<file path="config.mk">
export PLATFORM = sky130hd
export DESIGN_NAME = chirp_sequencer
export DESIGN_NICKNAME = d
export VERILOG_FILES = /design/src/rtl/chirp_seq_pkg.sv /design/src/rtl/chirp_seq_timer.sv /design/src/rtl/chirp_sequencer.sv
export SDC_FILE = /design/constraint.sdc
export NUM_CORES = 1
export LEC_CHECK = 0
export BUFFER_PORTS_ARGS = -buffer_cell sky130_fd_sc_hd__buf_2
export CORE_ASPECT_RATIO = 0.75
export CORE_MARGIN = 2
export CORE_UTILIZATION = 60
export CTS_BUF_LIST = sky130_fd_sc_hd__clkbuf_4
export DETAILED_ROUTE_END_ITERATION = 12
export PLACE_DENSITY = 0.8
export SYNTH_ARGS = -nofsm -noshare
export SYNTH_HDL_FRONTEND = slang
export SYNTH_HIERARCHICAL = 1
export SYNTH_SLANG_ARGS = --single-unit
</file>
<file path="constraint.sdc">
create_clock -name aclk -period 6.98 [get_ports aclk]
set_input_delay 0.698 -clock aclk [delete_from_list [all_inputs] [get_ports aclk]]
set_output_delay 0.698 -clock aclk [all_outputs]
set_load 0.005 [all_outputs]
</file>
<file path="src/rtl/chirp_seq_pkg.sv">
// Shared types and default sizing for the chirp sequencer and its timer.
package chirp_seq_pkg;

  localparam int CNT_W_DEF         = 16;
  localparam int PRI_W_DEF         = 32;
  localparam int DLY_W_DEF         = 16;
  localparam int READY_TIMEOUT_DEF = 4096;

  typedef enum logic [2:0] {
    S_IDLE,
    S_INIT,
    S_WAIT_RDY,
    S_PRE,
    S_CHIRP,
    S_POST,
    S_END,
    S_PRI_WAIT
  } seq_state_e;

endpackage

</file>
<file path="src/rtl/chirp_seq_timer.sv">
// Loadable down-counter that parks at zero; zero flag is decoded from the count register.
module chirp_seq_timer #(
  parameter int W = 16
) (
  input  logic         aclk,
  input  logic         aresetn,
  input  logic         load,
  input  logic [W-1:0] load_val,
  output logic         zero
);

  logic [W-1:0] count;

  // NOTE: sequential state uses non-blocking assignments so every flop samples pre-edge values.
  always_ff @(posedge aclk) begin
    if (!aresetn) begin
      count <= '0;
    end else if (load) begin
      count <= load_val;
    end else if (count != '0) begin
      count <= count - W'(1);
    end
  end

  assign zero = (count == '0);

endmodule

</file>
<file path="src/rtl/chirp_sequencer.sv">
// Burst sequencer for the chirp DDS and ADC capture gates, enforcing the PRI between chirps.
module chirp_sequencer
  import chirp_seq_pkg::*;
#(
  parameter int CNT_W         = CNT_W_DEF,
  parameter int PRI_W         = PRI_W_DEF,
  parameter int DLY_W         = DLY_W_DEF,
  parameter int READY_TIMEOUT = READY_TIMEOUT_DEF
) (
  input  logic             aclk,
  input  logic             aresetn,
  input  logic             start,
  input  logic             stop,
  input  logic [CNT_W-1:0] num_chirps,
  input  logic [PRI_W-1:0] pri_period,
  input  logic [DLY_W-1:0] adc_pre_dly,
  input  logic [DLY_W-1:0] adc_post_dly,
  input  logic             chirp_ready,
  input  logic             chirp_done,
  output logic             chirp_init,
  output logic             chirp_enable,
  output logic             adc_enable,
  output logic             busy,
  output logic [CNT_W-1:0] chirp_index,
  output logic             seq_done,
  output logic             err_overrun,
  output logic             err_timeout
);

  localparam int TO_W = (READY_TIMEOUT > 1) ? $clog2(READY_TIMEOUT) : 1;

  seq_state_e       state, next_state;
  logic [CNT_W-1:0] num_q;
  logic [PRI_W-1:0] pri_q, pri_cnt, pri_inc;
  logic [DLY_W-1:0] pre_q, post_q, dly_val;
  logic             stop_pend, dly_load, dly_zero, rdy_zero;
  logic             last_chirp, seq_end, set_timeout, set_overrun, advance;

  chirp_seq_timer #(.W(DLY_W)) u_dly_timer (
    .aclk     (aclk),
    .aresetn  (aresetn),
    .load     (dly_load),
    .load_val (dly_val),
    .zero     (dly_zero)
  );

  // Loaded with READY_TIMEOUT-1 so it hits zero on the READY_TIMEOUT-th WAIT_RDY cycle.
  chirp_seq_timer #(.W(TO_W)) u_rdy_timer (
    .aclk     (aclk),
    .aresetn  (aresetn),
    .load     (state == S_INIT),
    .load_val (TO_W'(READY_TIMEOUT - 1)),
    .zero     (rdy_zero)
  );

  assign pri_inc    = (pri_cnt == '1) ? pri_cnt : pri_cnt + PRI_W'(1);
  assign last_chirp = (num_q != '0) && ((chirp_index + CNT_W'(1)) == num_q);

  always_ff @(posedge aclk) begin
    if (!aresetn) state <= S_IDLE;
    else          state <= next_state;
  end

  // NOTE: every signal driven here gets a default first, so no path can infer a latch.
  always_comb begin
    next_state  = state;
    dly_load    = 1'b0;
    dly_val     = '0;
    seq_end     = 1'b0;
    set_timeout = 1'b0;
    set_overrun = 1'b0;
    advance     = 1'b0;
    case (state)
      S_IDLE:     if (start) next_state = S_INIT;
      S_INIT:     next_state = S_WAIT_RDY;
      S_WAIT_RDY: begin
        if (chirp_ready) begin
          if (pre_q == '0) begin
            next_state = S_CHIRP;
          end else begin
            next_state = S_PRE;
            dly_load   = 1'b1;
            dly_val    = pre_q - DLY_W'(1);
          end
        end else if (rdy_zero) begin
          set_timeout = 1'b1;
          seq_end     = 1'b1;
          next_state  = S_IDLE;
        end
      end
      S_PRE:      if (dly_zero) next_state = S_CHIRP;
      S_CHIRP: begin
        if (chirp_done) begin
          if (post_q == '0) begin
            next_state = S_END;
          end else begin
            next_state = S_POST;
            dly_load   = 1'b1;
            dly_val    = post_q - DLY_W'(1);
          end
        end
      end
      S_POST:     if (dly_zero) next_state = S_END;
      S_END: begin
        if (last_chirp || stop_pend || stop) begin
          seq_end    = 1'b1;
          next_state = S_IDLE;
        end else begin
          advance    = 1'b1;
          next_state = S_PRI_WAIT;
          // pri_inc is the PRI count seen on the first PRI_WAIT cycle.
          set_overrun = (pri_q != '0) && (pri_inc >= pri_q);
        end
      end
      S_PRI_WAIT: if (pri_inc >= pri_q) next_state = S_INIT;
      default:    next_state = S_IDLE;
    endcase
  end

  // Outputs are registered from next_state so they line up with the state they decode.
  always_ff @(posedge aclk) begin
    if (!aresetn) begin
      chirp_init   <= 1'b0;
      chirp_enable <= 1'b0;
      adc_enable   <= 1'b0;
      busy         <= 1'b0;
      seq_done     <= 1'b0;
      chirp_index  <= '0;
      err_overrun  <= 1'b0;
      err_timeout  <= 1'b0;
      stop_pend    <= 1'b0;
      pri_cnt      <= '0;
      num_q        <= '0;
      pri_q        <= '0;
      pre_q        <= '0;
      post_q       <= '0;
    end else begin
      chirp_init   <= (next_state == S_INIT);
      chirp_enable <= (next_state == S_CHIRP);
      adc_enable   <= (next_state == S_PRE) || (next_state == S_CHIRP) || (next_state == S_POST);
      busy         <= (next_state != S_IDLE);
      seq_done     <= seq_end;

      if (state == S_IDLE)      pri_cnt <= '0;
      else if (state == S_INIT) pri_cnt <= PRI_W'(1);
      else                      pri_cnt <= pri_inc;

      if (state == S_IDLE && start) begin
        num_q       <= num_chirps;
        pri_q       <= pri_period;
        pre_q       <= adc_pre_dly;
        post_q      <= adc_post_dly;
        chirp_index <= '0;
        err_overrun <= 1'b0;
        err_timeout <= 1'b0;
      end
      if (advance)     chirp_index <= chirp_index + CNT_W'(1);
      if (set_timeout) err_timeout <= 1'b1;
      if (set_overrun) err_overrun <= 1'b1;

      if (next_state == S_IDLE)            stop_pend <= 1'b0;
      else if (stop && state != S_IDLE)    stop_pend <= 1'b1;
    end
  end

endmodule
</file>
# Yosys cells after proc, flatten, opt, wreduce, memory -nomap -nowiden
# Index checks and enable logic that the tools add are counted.
dict set report word_totals {
  latchBits 0
  inputBits 86
  n_memories 0
  ramBits 0
  register_bits 167
  mem_bits_ro 0
}
dict set report classes {
  muxes 41
  eq_ne 13
  bitwise_logic 1
  reduce_logical 28
  shift 0
  n_mul 0
  add_sub_neg 6
  order_cmp 1
  div_mod_pow 0
}
# operator n
set ops {}
lappend ops {{two-way mux 16 bit} 8}
lappend ops {{logical NOT 16 bit} 3}
lappend ops {{subtractor 16 x 1 -> 16 bit (second input constant)} 3}
lappend ops {{adder 32 x 1 -> 32 bit (second input constant)} 1}
lappend ops {{equality test 32 bit (second input constant)} 1}
lappend ops {{>= comparator 32 bit} 1}
lappend ops {{two-way mux 32 bit} 1}
lappend ops {{one-hot mux 16 bit (2 select lines)} 1}
lappend ops {{nonzero test 16 bit} 2}
lappend ops {{nonzero test 32 bit} 1}
lappend ops {{two-way mux 3 bit} 9}
lappend ops {{two-way mux 12 bit} 2}
lappend ops {{one-hot mux 3 bit (8 select lines)} 1}
lappend ops {{equality test 3 bit (second input constant)} 6}
lappend ops {{adder 16 x 1 -> 16 bit (second input constant)} 1}
lappend ops {{equality test 16 bit} 1}
lappend ops {{two-way mux 1 bit} 16}
lappend ops {{logical NOT 12 bit} 1}
lappend ops {{nonzero test 12 bit} 1}
lappend ops {{subtractor 12 x 1 -> 12 bit (second input constant)} 1}
lappend ops {{nonzero test 2 bit} 5}
lappend ops {{equality test 3 x 2 -> 1 bit (second input constant)} 3}
lappend ops {{equality test 3 x 1 -> 1 bit (second input constant)} 2}
lappend ops {{logical NOT 3 bit} 2}
lappend ops {{other kinds (8)} 17}

# Depth between registers and ports, before layout
dict set report depth {
  ltp_word 10
  depth_mapped 15
  depth_no_buf 15
}

# Hierarchy
# Netlist, hierarchy kept.
# module area_per_inst_um2 instances cells_per_inst
set by_module_without_submodules {}
lappend by_module_without_submodules {chirp_sequencer 7737.4 1 996}
lappend by_module_without_submodules {{chirp_seq_timer at u_dly_timer} 939.7 1 116}
lappend by_module_without_submodules {{chirp_seq_timer at u_rdy_timer} 703.2 1 90}

# Worst setup path before layout
# OpenSTA, ideal clock, no wires.
dict set report synth_path {
  path_type {register to register}
  startpoint {register pri_cnt[0]}
  endpoint {register stop_pend}
  required_time_ns 6.846
  path_buffers 0
  setup_slack_ns 3.366
  path_stages_with_launch 16
  arrival_time_ns 3.480
  period_less_slack_ns 3.614
  path_cell_list {dfxtp_1 -> ha_1 -> and4_1 -> and4_1 -> and4_1 -> nor3_1 -> nand4_1 -> xnor2_1 -> ha_1 -> nand4_1 -> nor4_1 -> o211ai_1 -> a31oi_1 -> nor3_1 -> a211oi_1 -> o32ai_1}
}
dict set report synth_between {
  elab_chain_cells 7
  word_cells_on_any_way 8
  cone_classes {1 x add/sub; 1 x order compare; 1 x eq/ne; 3 x mux; 2 x reduce/logical}
}
# element line
set synth_rtl {}
lappend synth_rtl {{start: declaration} chirp_sequencer.sv:34} ;# logic [PRI_W-1:0] pri_q, pri_cnt, pri_inc;
lappend synth_rtl {{start signal: assignment} chirp_sequencer.sv:146} ;# else pri_cnt <= pri_inc;
lappend synth_rtl {{adder 32 x 1 -> 32 bit / equality test 32 bit (equally long branches)} chirp_sequencer.sv:56} ;# assign pri_inc = (pri_cnt == '1) ? pri_cnt : pri_cnt + PRI_W'(1);
lappend synth_rtl {{two-way mux 32 bit (*)} chirp_sequencer.sv:56}
lappend synth_rtl {{via pri_inc[30]} chirp_sequencer.sv:34}
lappend synth_rtl {{>= comparator 32 bit (*)} chirp_sequencer.sv:115} ;# S_PRI_WAIT: if (pri_inc >= pri_q) next_state = S_INIT;
lappend synth_rtl {{two-way mux 3 bit (*)} chirp_sequencer.sv:115}
lappend synth_rtl {{one-hot mux 3 bit (8 select lines) (*)} chirp_sequencer.sv:73} ;# case (state)
lappend synth_rtl {{logical NOT 3 bit (*)} chirp_sequencer.sv:161} ;# if (next_state == S_IDLE) stop_pend <= 1'b0;
lappend synth_rtl {{OR reduction 2 bit (no source line) (*)} -}
lappend synth_rtl {{end signal: assignment} chirp_sequencer.sv:131} ;# stop_pend <= 1'b0;
lappend synth_rtl {{end signal: assignment} chirp_sequencer.sv:161}
lappend synth_rtl {{end signal: assignment} chirp_sequencer.sv:162} ;# else if (stop && state != S_IDLE) stop_pend <= 1'b1;
lappend synth_rtl {{end: declaration} chirp_sequencer.sv:36} ;# logic stop_pend, dly_load, dly_zero, rdy_zero;
# The timed path passes the listed nets; every way through them passes the cells marked *.
# A chain may end at the register's enable or synchronous reset.

# Final worst setup path
# Same ends and word-level chain as after synthesis.

==> results.txt <==
The flow ran to the end, and the final reports show no timing, DRC or antenna violations. The number of top-level pins came out at 109. The achievable frequency came out at 217 MHz. The placed instance count came out at 1473. The number of different library cells in the post-synthesis netlist came out at 74. The number of setup violations in the final report is 0.

The peak fanout along the critical path is 6. The floorplan die height came out at 112 µm. The number of placement rows is 39. The tightest min-delay check is of the input pin to flip-flop type. The maximum buffer depth of the clock tree is 2. The worst hold path begins at pri_period[1]. The post-detailed-route DRC marker count is 0. Entering global routing, the biggest net connects 88 pins. The static leakage came out at 4.10 nW. The type of element capturing the critical path is a flip-flop. The total congestion overflow after global routing is 0. Input and output buffers added on the ports amount to 108. The final instance count without filler cells came out at 1505.

The CTS tree is built. In this design, the stage delay of the slowest critical-path cell is 0.59 ns. The via count normalized by instance count is 5.84. The count of TritonRoute iterations in the first routing pass is 7. The hold buffer count at cts is 0. Across all hold checks on the routed design, the worst slack comes to 0.337 ns. The initial antenna violation count came to 0.

The count of endpoints failing hold in the final timing report came out at 0. Leaving out fill and tap cells, the most frequent cell in the layout is nand2_1. The share of total power in combinational logic came out at 0.260. The arrival time of data at the critical path endpoint came out at 5.06 ns. The smallest clock period supported by the final layout is computed as 4.61 ns. The number of warnings issued by yosys is 6. The share of the Yosys chip area taken by registers is 0.356. The worst register-to-register path begins at pri_cnt[0]$_SDFF_PP0_.

The switching power came out at 0.000769 W. In the layout the commonest cells are nand2_1 (217), dfxtp_1 (167), a21oi_1 (117). The type of element launching the critical path is a flip-flop. Setup repair after global routing left no endpoint under its margin. The HPWL after detailed placement is 17200 µm. Among all flip-flop cells after synthesis, the most frequent one is dfxtp_1. Traced cell by cell, the critical path runs through ha_1 > and4_1 > and4_1 > and4_1 > nor3_1 > nand4_1 > xnor2_1 > ha_1 > nand4_1 > nor4_1 > o211ai_1 > a31oi_1 > nor3_1 > a211oi_1 > o32ai_1. The final number of max-transition violations came out at 0. The end-of-flow core utilization came out at 0.676. The via count of the first global-routing pass is 7873. The region available for standard cell placement spans 15300 µm².

The post-synthesis async set-or-reset flop share came out at 0. In this run, post-CTS repair resized a total of 0 instances. The share of Yosys cell area claimed by the top area cell type is 0.356. For this run, the total global-route usage over all layers was measured as 0.289.

Summing every instance area after synthesis gives 9380 µm². The total power after layout came out at 0.00236 W. The total routed wirelength came out at 23600 µm. The area fraction in and, or, nand and nor cells after synthesis came out at 0.284.

The data required time of the worst path came out at 7.43 ns. In this design, the critical path's most frequently occurring cell is and4_1. The final setup TNS came out at 0 ns. Of the total synthesized cell area, the portion taken by full adders, half adders and majority gates is 0.0531. The floorplan die width is 148 µm. The weighted congestion at the end of routability-driven global placement is 0.936. The tree is rooted in a clkbuf_4. The critical setup path kind is flip-flop to flip-flop. The largest total area in the synthesized netlist belongs to dfxtp_1.

The detailed-route via count is 8791. The setup fix buffers added after clock tree synthesis came out at 0. The clock latency of the later-clocked register in the worst-skew pair is 0.58 ns. The area fraction in compound gates after synthesis came out at 0.166. The transition time at the pin with the least slew margin came out at 0.973 ns. The power density relative to cell area is 229 nW/µm². The total clock buffers created by CTS is 17. The combinational family with the most area after synthesis is simple AND/OR/NAND/NOR gates. In this run the number of H-tree levels came out at 4. After synthesis the netlist holds a flip-flop and latch count of 167. The mux cell area share after synthesis came out at 0.00640.

Counting every sink on the clock net gives 167. The synthesized netlist cell count came out at 1202. From synthesis to final layout, the design area changed by 10.2%.

The clock network power share came out at 0.265. At the end of the flow, the number of nets in the layout was 1412. In the finished design, the share of the clock period the worst path needs comes to 0.661. The xor/xnor cell area share of the yosys netlist came out at 0.0831. The floorplan die area is 16700 µm². Headroom to the max-slew limit came out at 0.349. The internal power is 0.00160 W. The effective utilization at floorplan is 0.614.

The proportion of layout cells with a drive suffix above 1 is 0.126. By area the synthesized netlist is led by dfxtp_1 (36%), nand2_1 (8.7%), a21oi_1 (6.2%). The worst setup skew after layout is 0.0188 ns. The violation count after the first detailed-routing iteration is 636.

The most critical setup path has its startpoint at pri_cnt[0]$_SDFF_PP0_. Dividing the detail-routed wire length by the instance count gives 15.7 µm. The switching share of power is 0.325.

The antenna cell count came out at 0. The slowest cell on the critical path is nor4_1. The number of antenna-violating nets in the routed design came out at 0. Max-cap violations in this run came to 0.

After clock tree synthesis, the clock-pin slew on the worst setup and hold paths is 0.14 ns. The wire length of the first global-routing pass is 39300 µm. The relative contribution of sequential cells to total power is 0.475. The maximum vdd ir drop came out at 129 µV. Counting flops with a built-in enable in the synthesized netlist gives 0. The average size of a mapped cell is 7.80 µm².
## sequential cells by signal, summed over array words and instances, names as in the netlist, 3 cells and up
register / flops
state: 3
u_rdy_timer/count: 12
pre_q: 16
pri_q: 32
u_dly_timer/count: 16
post_q: 16
num_q: 16
pri_cnt: 32
chirp_index: 16
## synth_stat cells (3+ instances only)
library cell / count
nor4_1: 28
nor2b_1: 37
o31a_1: 4
nand2b_1: 15
o221ai_1: 5
xor2_1: 33
nand3b_1: 3
a2111oi_0: 3
nor4b_1: 3
nand2_1: 218
dfxtp_1: 167
nor3b_1: 6
o2111ai_1: 3
and4_1: 15
buf_2: 8
o22ai_1: 18
o31ai_1: 5
a211oi_1: 3
o211a_1: 3
nor2_1: 51
and3_1: 11
a21oi_1: 117
o211ai_1: 16
nand3_1: 37
inv_1: 61
a31oi_1: 6
a21boi_1: 3
o21ai_0: 41
or4_1: 10
o21a_1: 4
nor3_1: 29
or3_1: 11
xnor2_1: 56
or4_4: 3
nand4_1: 24
nand3_2: 3
and2_1: 11
clkbuf_1: 45
mux2i_1: 6
ha_1: 39
a221oi_1: 3
## cell families after synthesis
| family | Yosys count |
|---|---|
| flops | 167 |
| buf+inv | 119 |
| fa+ha+maj | 40 |
| mux | 6 |
| simple gates | 526 |
| compound gates | 254 |
| other cells | 1 |
| xor+xnor | 89 |
## final cells by class
class	count	area, µm²
clock buffers	21	158
clock inverters	11	155
fillers	1325	4940
inverters	62	233
multi-input cells	927	5620
flip-flops and latches	167	3340
well taps	205	256
repair buffers	112	571
## final timing paths
check | end | slack (ns) | cells after the start
min | pri_q[1]$_SDFFE_PN0P_ | 0.34 | 3
min reg2reg | pri_q[21]$_SDFFE_PN0P_ | 0.48 | 2
max | stop_pend$_SDFFE_PP0P_ | 2.37 | 15
max reg2reg | stop_pend$_SDFFE_PP0P_ | 2.37 | 15
## stage by stage
stage	cell area (µm²)	setup WS (ns)
3_5_place_dp	10000	2.55
4_1_cts	10300	2.52
2_1_floorplan	9420	3.37
5_1_grt	10300	2.10
6_report	10300	2.37
3_3_place_gp	10000	2.77
## per-layer routing
layer / vias to the layer above / part of all wire / wire [µm] / GRT usage
met3: 34 / 0.068 / 1610 / 0.0650
met4: 0 / 0.018 / 433 / 0.0743
met1: 4060 / 0.50 / 11800 / 0.434
li1: 4405 / - / - / -
met2: 292 / 0.41 / 9800 / 0.420
met5: - / 0 / 0 / 0
## power groups by stage
stage / combinational (W) / sequential [W] / clock (W)
after global routing: 0.000695 / 0.00113 / 0.000675
after floorplan: 0.000488 / 0.00112 / 0
after detailed placement: 0.000605 / 0.00114 / 0
final: 0.000615 / 0.00112 / 0.000627
after global placement: 0.000592 / 0.00114 / 0
after CTS: 0.000608 / 0.00112 / 0.000635
## worst max-delay path: cells and delay by family (launching register included)
family / cells / cell delay (ns)
adder cells (fa/ha/maj): 2 / 0.55
AND/OR/NAND/NOR: 8 / 2.28
flip-flops: 1 / 0.36
XOR/XNOR: 1 / 0.18
AO/OA/AOI/OAI: 4 / 1.11
Power figures use the tool's default switching activity.
